===== config.mk =====
export PLATFORM = sky130hd
export DESIGN_NAME = uart_rx
export DESIGN_NICKNAME = d
export VERILOG_FILES = /design/src/rtl/uart_rx.sv
export SDC_FILE = /design/constraint.sdc
export NUM_CORES = 1
export LEC_CHECK = 0
export CAP_MARGIN = 10
export CELL_PAD_IN_SITES_DETAIL_PLACEMENT = 0
export CELL_PAD_IN_SITES_GLOBAL_PLACEMENT = 1
export CORE_ASPECT_RATIO = 0.6
export CORE_MARGIN = 10
export CORE_UTILIZATION = 25
export CTS_CLUSTER_DIAMETER = 40
export DETAILED_ROUTE_END_ITERATION = 16
export PLACE_DENSITY = 0.51
export SYNTH_ARGS = -nofsm -noshare
export SYNTH_HDL_FRONTEND = slang
export SYNTH_SLANG_ARGS = --single-unit

===== constraint.sdc =====
create_clock -name clk -period 3.1 [get_ports clk]
set_clock_uncertainty 0.15 [all_clocks]
set_input_delay 0.465 -clock clk [delete_from_list [all_inputs] [get_ports clk]]
set_output_delay 0.465 -clock clk [all_outputs]
set_load 0.05 [all_outputs]

===== src/rtl/uart_rx.sv =====
// UART receiver: oversamples rx_in at `prescale` clocks per bit, majority-votes
// three mid-bit samples, checks start/parity/stop and emits one-cycle result pulses.
module uart_rx #(
  parameter int DATA_WIDTH = 8,
  parameter int PRESCALE_W = 6
) (
  input  logic                  clk,
  input  logic                  rst,
  input  logic                  rx_in,
  input  logic [PRESCALE_W-1:0] prescale,
  input  logic                  par_en,
  input  logic                  par_typ,
  output logic [DATA_WIDTH-1:0] p_data,
  output logic                  data_valid,
  output logic                  par_err,
  output logic                  stp_err
);

  localparam int BW = (DATA_WIDTH > 1) ? $clog2(DATA_WIDTH) : 1;
  localparam logic [PRESCALE_W-1:0] ONE = PRESCALE_W'(1);
  localparam logic [BW-1:0] BIT_LAST = BW'(DATA_WIDTH - 1);

  typedef enum logic [2:0] {IDLE, START, DATA, PARITY, STOP} state_t;

  state_t                  state;
  logic [PRESCALE_W-1:0]   pre_r;
  logic                    pen;
  logic                    ptyp;
  logic [PRESCALE_W-1:0]   edge_cnt;
  logic [BW-1:0]           bit_cnt;
  logic [2:0]              samp;
  logic [DATA_WIDTH-1:0]   shreg;
  logic                    perr;

  logic [PRESCALE_W-1:0]   half;
  logic                    last;
  logic                    bitv;

  function automatic logic maj3(input logic [2:0] s);
    return (s[0] & s[1]) | (s[0] & s[2]) | (s[1] & s[2]);
  endfunction

  function automatic logic par_mismatch(input logic [DATA_WIDTH-1:0] d,
                                        input logic odd, input logic rxbit);
    return rxbit != ((^d) ^ odd);
  endfunction

  assign half = pre_r >> 1;
  assign last = (edge_cnt == pre_r - ONE);
  assign bitv = maj3(samp);

  // Mid-bit samples are not reset: each is rewritten before any decision reads it.
  always_ff @(posedge clk) begin
    if (state != IDLE) begin
      if (edge_cnt == half - ONE) samp[0] <= rx_in;
      if (edge_cnt == half)       samp[1] <= rx_in;
      if (edge_cnt == half + ONE) samp[2] <= rx_in;
    end
    if (state == DATA && last) shreg <= {bitv, shreg[DATA_WIDTH-1:1]};
  end

  always_ff @(posedge clk) begin
    if (!rst) begin
      state      <= IDLE;
      edge_cnt   <= '0;
      bit_cnt    <= '0;
      pre_r      <= '0;
      pen        <= 1'b0;
      ptyp       <= 1'b0;
      perr       <= 1'b0;
      p_data     <= '0;
      data_valid <= 1'b0;
      par_err    <= 1'b0;
      stp_err    <= 1'b0;
    end else begin
      data_valid <= 1'b0;
      par_err    <= 1'b0;
      stp_err    <= 1'b0;
      if (state != IDLE) edge_cnt <= last ? '0 : edge_cnt + ONE;
      case (state)
        IDLE: begin
          // The detection cycle is edge 0 of the start bit; frame settings freeze here.
          if (!rx_in) begin
            state    <= START;
            edge_cnt <= ONE;
            bit_cnt  <= '0;
            pre_r    <= prescale;
            pen      <= par_en;
            ptyp     <= par_typ;
            perr     <= 1'b0;
          end
        end
        START: if (last) state <= bitv ? IDLE : DATA;
        DATA: begin
          if (last) begin
            bit_cnt <= bit_cnt + BW'(1);
            if (bit_cnt == BIT_LAST) state <= pen ? PARITY : STOP;
          end
        end
        PARITY: begin
          if (last) begin
            perr  <= par_mismatch(shreg, ptyp, bitv);
            state <= STOP;
          end
        end
        STOP: begin
          if (last) begin
            state   <= IDLE;
            par_err <= perr;
            stp_err <= ~bitv;
            if (!perr && bitv) begin
              p_data     <= shreg;
              data_valid <= 1'b1;
            end
          end
        end
        default: state <= IDLE;
      endcase
    end
  end

endmodule


---- After elaboration in Yosys (flattened, before gate mapping) ----
Index checks and enable logic that the tools add are counted.
storage, ports and cells
  output and inout bits ................... 11
  latch bits .............................. 0
  memories ................................ 0
  bits in read-only memories .............. 0
  word-level logic and storage cells ...... 81
  bits in writable memories ............... 0
  register bits after elaboration ......... 43
cells by class
  shift operators ......................... 0
  muxes and demuxes ....................... 20
  $mul .................................... 0
  bitwise operators ....................... 8
  reductions and logical operators ........ 17
  divide/modulo/power cells ............... 0
  $lt $le $gt $ge ......................... 0
  $add $sub $neg .......................... 5
  eq/ne operators ......................... 16
operators by type and width
  kind                 number
  $mux 3               9
  $mux 6               4
  $eq 6x6->1           3
  $pmux 3 s5           1
  $reduce_and 3->1     4
  $ne 2x2->1 const B   5
  $reduce_and 2->1     4
  $reduce_xor 8->1     1
  $add 5x1->6 const B  1
  $add 6x1->6 const B  1
  $eq 3x2->1 const B   2
  $eq 3x3->1 const B   2
  $eq 6x5->1           1
  $pmux 3 s2           1
  $reduce_and 6->1     1
  $sub 5x1->6 const B  1
  $sub 6x1->6 const B  1
  $reduce_bool 2->1    2
  $add 3x1->3 const B  1
  $and 1x1->1          3
  $eq 3x1->1 const B   1
  $logic_not 3->1      1
  $mux 1               3
  $reduce_bool 3->1    1
  other kinds (9)      12

---- Longest topological paths before layout ----
  word-level depth ........................ 6
  mapped depth ............................ 8

---- Least setup slack after synthesis ----
OpenSTA, ideal clock, no wires.
  kind .................................... reg2reg
  from .................................... register pre_r[2]
  to ...................................... register shreg[0] (enable)
  data arrival time ....................... 2227 ps
  setup slack ............................. 330 ps
  cell stages (with the launch flop) ...... 7
  required time ........................... 2557 ps
  library setup time ...................... 393 ps
  path through ............................ dfxtp_1 -> inv_1 -> ha_1 -> a21boi_2 -> xnor2_1 -> o2111ai_4 -> nor3_1
between the ends
  longest elaborated chain between the ends .. 3
RTL lines
  element                   RTL line  RTL
  start: declaration        26        logic [PRESCALE_W-1:0] pre_r;
  start signal: assignment  87        pre_r <= prescale;
  $sub 6x1->6               49        assign last = (edge_cnt == pre_r - ONE);
  $eq 6x6->1                49
  $logic_and 1x1->1         59        if (state == DATA && last) shreg <= {bitv, shreg[DATA_WIDTH-1:1]};
  end signal: assignment    59
  end: declaration          32        logic [DATA_WIDTH-1:0] shreg;
Every way passes these cells.
A chain may end at the register's enable or synchronous reset.

---- Worst setup path in the final report ----
  from .................................... register pre_r[2]
  to ...................................... register p_data[6]
between the ends
  longest elaborated chain between the ends .. 3
RTL lines
  element                            RTL line  RTL
  $sub 6x1->6                        49
  $eq 6x6->1                         49
  $reduce_and 3->1 (no source line)  n/a
  end signal: assignment             112       p_data <= shreg;
  end: declaration                   13        output logic [DATA_WIDTH-1:0] p_data,
Every way passes these cells.

==> summary.md <==
| Metric | Value |
|---|---|
| Worst-path clk slew | `0.07 ns` |
| Clock Tree Root | `clkbuf_16` |
| Final Slew Violations | `0` |
| Max VDD drop | `228 µV` |
| Largest family of logic cells by synthesized area | `simple AND/OR/NAND/NOR gates` |
| Worst relative slew slack | `59.3%` |
| First-pass GRT wire length | `10,500 µm` |
| Area of the multi-input gates | `1330 µm²` |
| Final HPWL DP | `4690 µm` |
| Cells after DPL | `409` |
| Total grt overflow | `0` |
| Netlist cell types | `53` |
| Worst slew pin tran | `0.596 ns` |
| Vias in the first global route | `1,879` |
| Hold Worst Slack | `0.311 ns` |
| Hold Path Stages | `2` |
| Ys flop type | `dfxtp_1` |
| TritonCTS clock tree | `built` |
| TritonCTS Sinks | `43` |
| PwrDens | `509 nW/µm²` |
| Setup TNS Final | `0 ns` |
| Seq/Total Area, Yosys | `40.3%` |
| Wire length per cell | `15.3 µm` |
| Remaining DRCs | `0` |
| CP Buf/Inv Count | `1` |
| Cell family with most CP delay | `compound AO/OA/AOI/OAI gates` |
| Die Y | `96.1 µm` |
| Initial Util | `25.9%` |
| CTS buffer count | `5` |
| Final Wtd Congestion | `0.802` |
| Die ar. | `14,100 µm²` |
| Ys Warns | `0` |
| Vias/cell | `4.73` |
| XOR/XNOR Fraction of Synth Area | `10.2%` |
| Post-Synth Adder-Cell Area | `4.05%` |
| TritonRoute pass-1 iters | `4` |
| Worst Setup End Kind | `register` |
| Worst path required time | `3.13 ns` |
| Fin crit period | `2.68 ns` |
| H-tree levels | `2` |
| Avg Inst Size Synth | `9.09 µm²` |
| Clock Tree Buf Depth | `2` |
| Critical path, cell by cell | `inv_1 -> ha_1 -> a21boi_2 -> a21oi_1 -> o2111ai_4 -> or4_4 -> mux2i_1` |
| Post-synth ARST share | `0%` |
| P_leak | `1.12 nW` |
| Finished Layout Cells | `417` |
| Status | `finished, final reports clean` |
| FF+latch count, synth | `43` |
| RSZ-0062 raised after global routing | `false` |
| Final period util | `86.5%` |
| Multiplexer fraction of the synthesized cell area | `4.15%` |
| Number of failing hold endpoints at the final stage | `0` |
| Critical path type | `reg2reg` |
| Final setup fails | `0` |
| Max Cap Viol | `0` |
| Layout cells sized above 1 | `8.36%` |
| F_max | `373 MHz` |
| WP data arrival | `2.71 ns` |
| Site Rows | `27` |
| Critical path depth | `7` |
| Diodes inserted | `0` |
| Count of nets after finishing | `304` |
| GRT Util Overall | `9.45%` |
| Syn Nets | `283` |
| Crit-path max FO | `9` |
| Iteration-0 DRC Markers | `163` |
| Max incr delay on CP | `0.70 ns` |
| Via count | `1,972` |
| Post-Synthesis Cell Area | `2410 µm²` |
| DRT antenna net count | `0` |
| Slowest CP cell | `or4_4` |
| Core Area | `9290 µm²` |
| Post-synth EDFFs | `11` |
| Detailed Route WL | `6400 µm` |
| Worst skew pair latency | `0.29 ns` |
| Die span in x | `147 µm` |
| Syn Inst Count | `265` |
| Register Area | `971 µm²` |
| Largest net degree at the start of global routing | `32` |
| Complex-gate fraction of the synthesized area | `15.2%` |
| Startpoint types | `register` |
| I/O pin count | `22` |
| Initial antenna violation count | `0` |
| Synth-to-Final Area Change | `21.9%` |
| R2R depth | `7` |
| Fill count | `979` |
| Min-Delay Path Class | `reg2reg` |
| Simple-Gate Fraction of Synth Area | `21.1%` |
| # hold bufs at CTS | `0` |
| Buffers on Ports | `21` |
## worst min-delay path: cells and delay by family (launching register included)
| kind | cells | cell delay (ns) |
|---|---|---|
| AND/OR/NAND/NOR | 1 | 0.05 |
| multiplexers | 1 | 0.06 |
| flip-flops | 1 | 0.31 |
## report_power, final
part / switching (mW) / leakage [nW] / total (mW) / internal (mW)
clock: 0.242 / 0.0804 / 0.625 / 0.383
combinational: 0.146 / 0.678 / 0.243 / 0.0961
sequential: 0.0368 / 0.359 / 0.629 / 0.592
## sequential cells by signal, indices dropped and copies added (netlist names), 3 cells and up
| register | cells |
|---|---|
| bit_cnt | 3 |
| edge_cnt | 6 |
| p_data | 8 |
| pre_r | 6 |
| samp | 3 |
| shreg | 8 |
| state | 3 |
## per-layer routing
metal / share of wire [%] / routed length (µm) / vias up / global-route usage [%]
met1: 57 / 3650 / 922 / 14.5
li1: - / - / 993 / -
met4: 1.3 / 80 / 0 / 2.74
met2: 35 / 2210 / 51 / 11.6
met5: 0 / 0 / - / 0
met3: 7.2 / 459 / 6 / 3.28
## path summary, 6_finish.rpt
kind                   from   endpoint  slack (ns)
setup / recovery   pre_r[2]  p_data[6]        0.42
hold / removal    p_data[1]  p_data[1]        0.31
setup reg to reg   pre_r[2]  p_data[6]        0.42
hold reg to reg   p_data[1]  p_data[1]        0.31
## cell type report
type,instances,share of cell area [%]
Tap cell,130,5.54
Inverter,7,0.894
Multi-Input combinational cell,199,45.2
Timing Repair Buffer,30,9.45
Sequential cell,43,33.0
Clock inverter,3,1.58
Clock buffer,5,4.26
## synth_stat cells (3+ instances only)
| master | number | area [µm²] |
|---|---|---|
| nor2b_1 | 3 | 18.8 |
| o21ai_0 | 7 | 35.0 |
| nand4_1 | 5 | 31.3 |
| o211ai_1 | 3 | 22.5 |
| xnor2_1 | 16 | 140 |
| inv_1 | 7 | 26.3 |
| a2111oi_0 | 4 | 35.0 |
| nor2_1 | 14 | 52.6 |
| edfxtp_1 | 11 | 330 |
| nand2b_1 | 3 | 18.8 |
| nor4_1 | 3 | 18.8 |
| xor2_1 | 12 | 105 |
| nor3_1 | 9 | 45.0 |
| dfxtp_1 | 32 | 641 |
| nand3_1 | 12 | 60.1 |
| mux2i_1 | 10 | 100 |
| nand2_1 | 42 | 158 |
| a21oi_1 | 13 | 65.1 |
| clkbuf_1 | 7 | 26.3 |
| ha_1 | 7 | 87.6 |
| or4_1 | 3 | 22.5 |
## cells in the final DEF, fill, tap and decap left out, types with 5 or more instances in the layout
cell / instances
nand2_1: 42
inv_1: 7
clkbuf_16: 5
nor3_1: 9
nand4_1: 5
mux2i_1: 10
ha_1: 7
edfxtp_1: 11
o21ai_0: 7
dfxtp_1: 32
buf_4: 9
xor2_1: 12
a21oi_1: 13
clkdlybuf4s50_1: 21
xnor2_1: 16
nor2_1: 14
nand3_1: 12
## repair_timing
action                                  CTS  global route
endpoints found under the setup margin    0             1
buffers inserted                          0             0
gates resized for setup                   0             1
## stage by stage
| stage | setup WS, ns | power [mW] | utilization [%] | area (µm²) |
|---|---|---|---|---|
| floorplan | 0.330 | 0.796 | - | 2410 |
| global placement | 0.332 | 0.889 | 29.7 | 2760 |
| CTS | 0.227 | 1.52 | 31.6 | 2930 |
| global route | 0.215 | 1.57 | 31.6 | 2940 |
| detailed placement | 0.238 | 0.881 | 29.7 | 2760 |
| finish | 0.418 | 1.50 | 31.6 | 2940 |
## cell families after synthesis
| family | count (synthesis) |
|---|---|
| XOR/XNOR | 28 |
| buffers and inverters | 23 |
| AO/OA/AOI/OAI | 49 |
| flip-flops | 43 |
| multiplexers | 10 |
| adder cells (fa/ha/maj) | 8 |
| AND/OR/NAND/NOR | 104 |
Note: power is estimated with default switching activity, not from simulation.
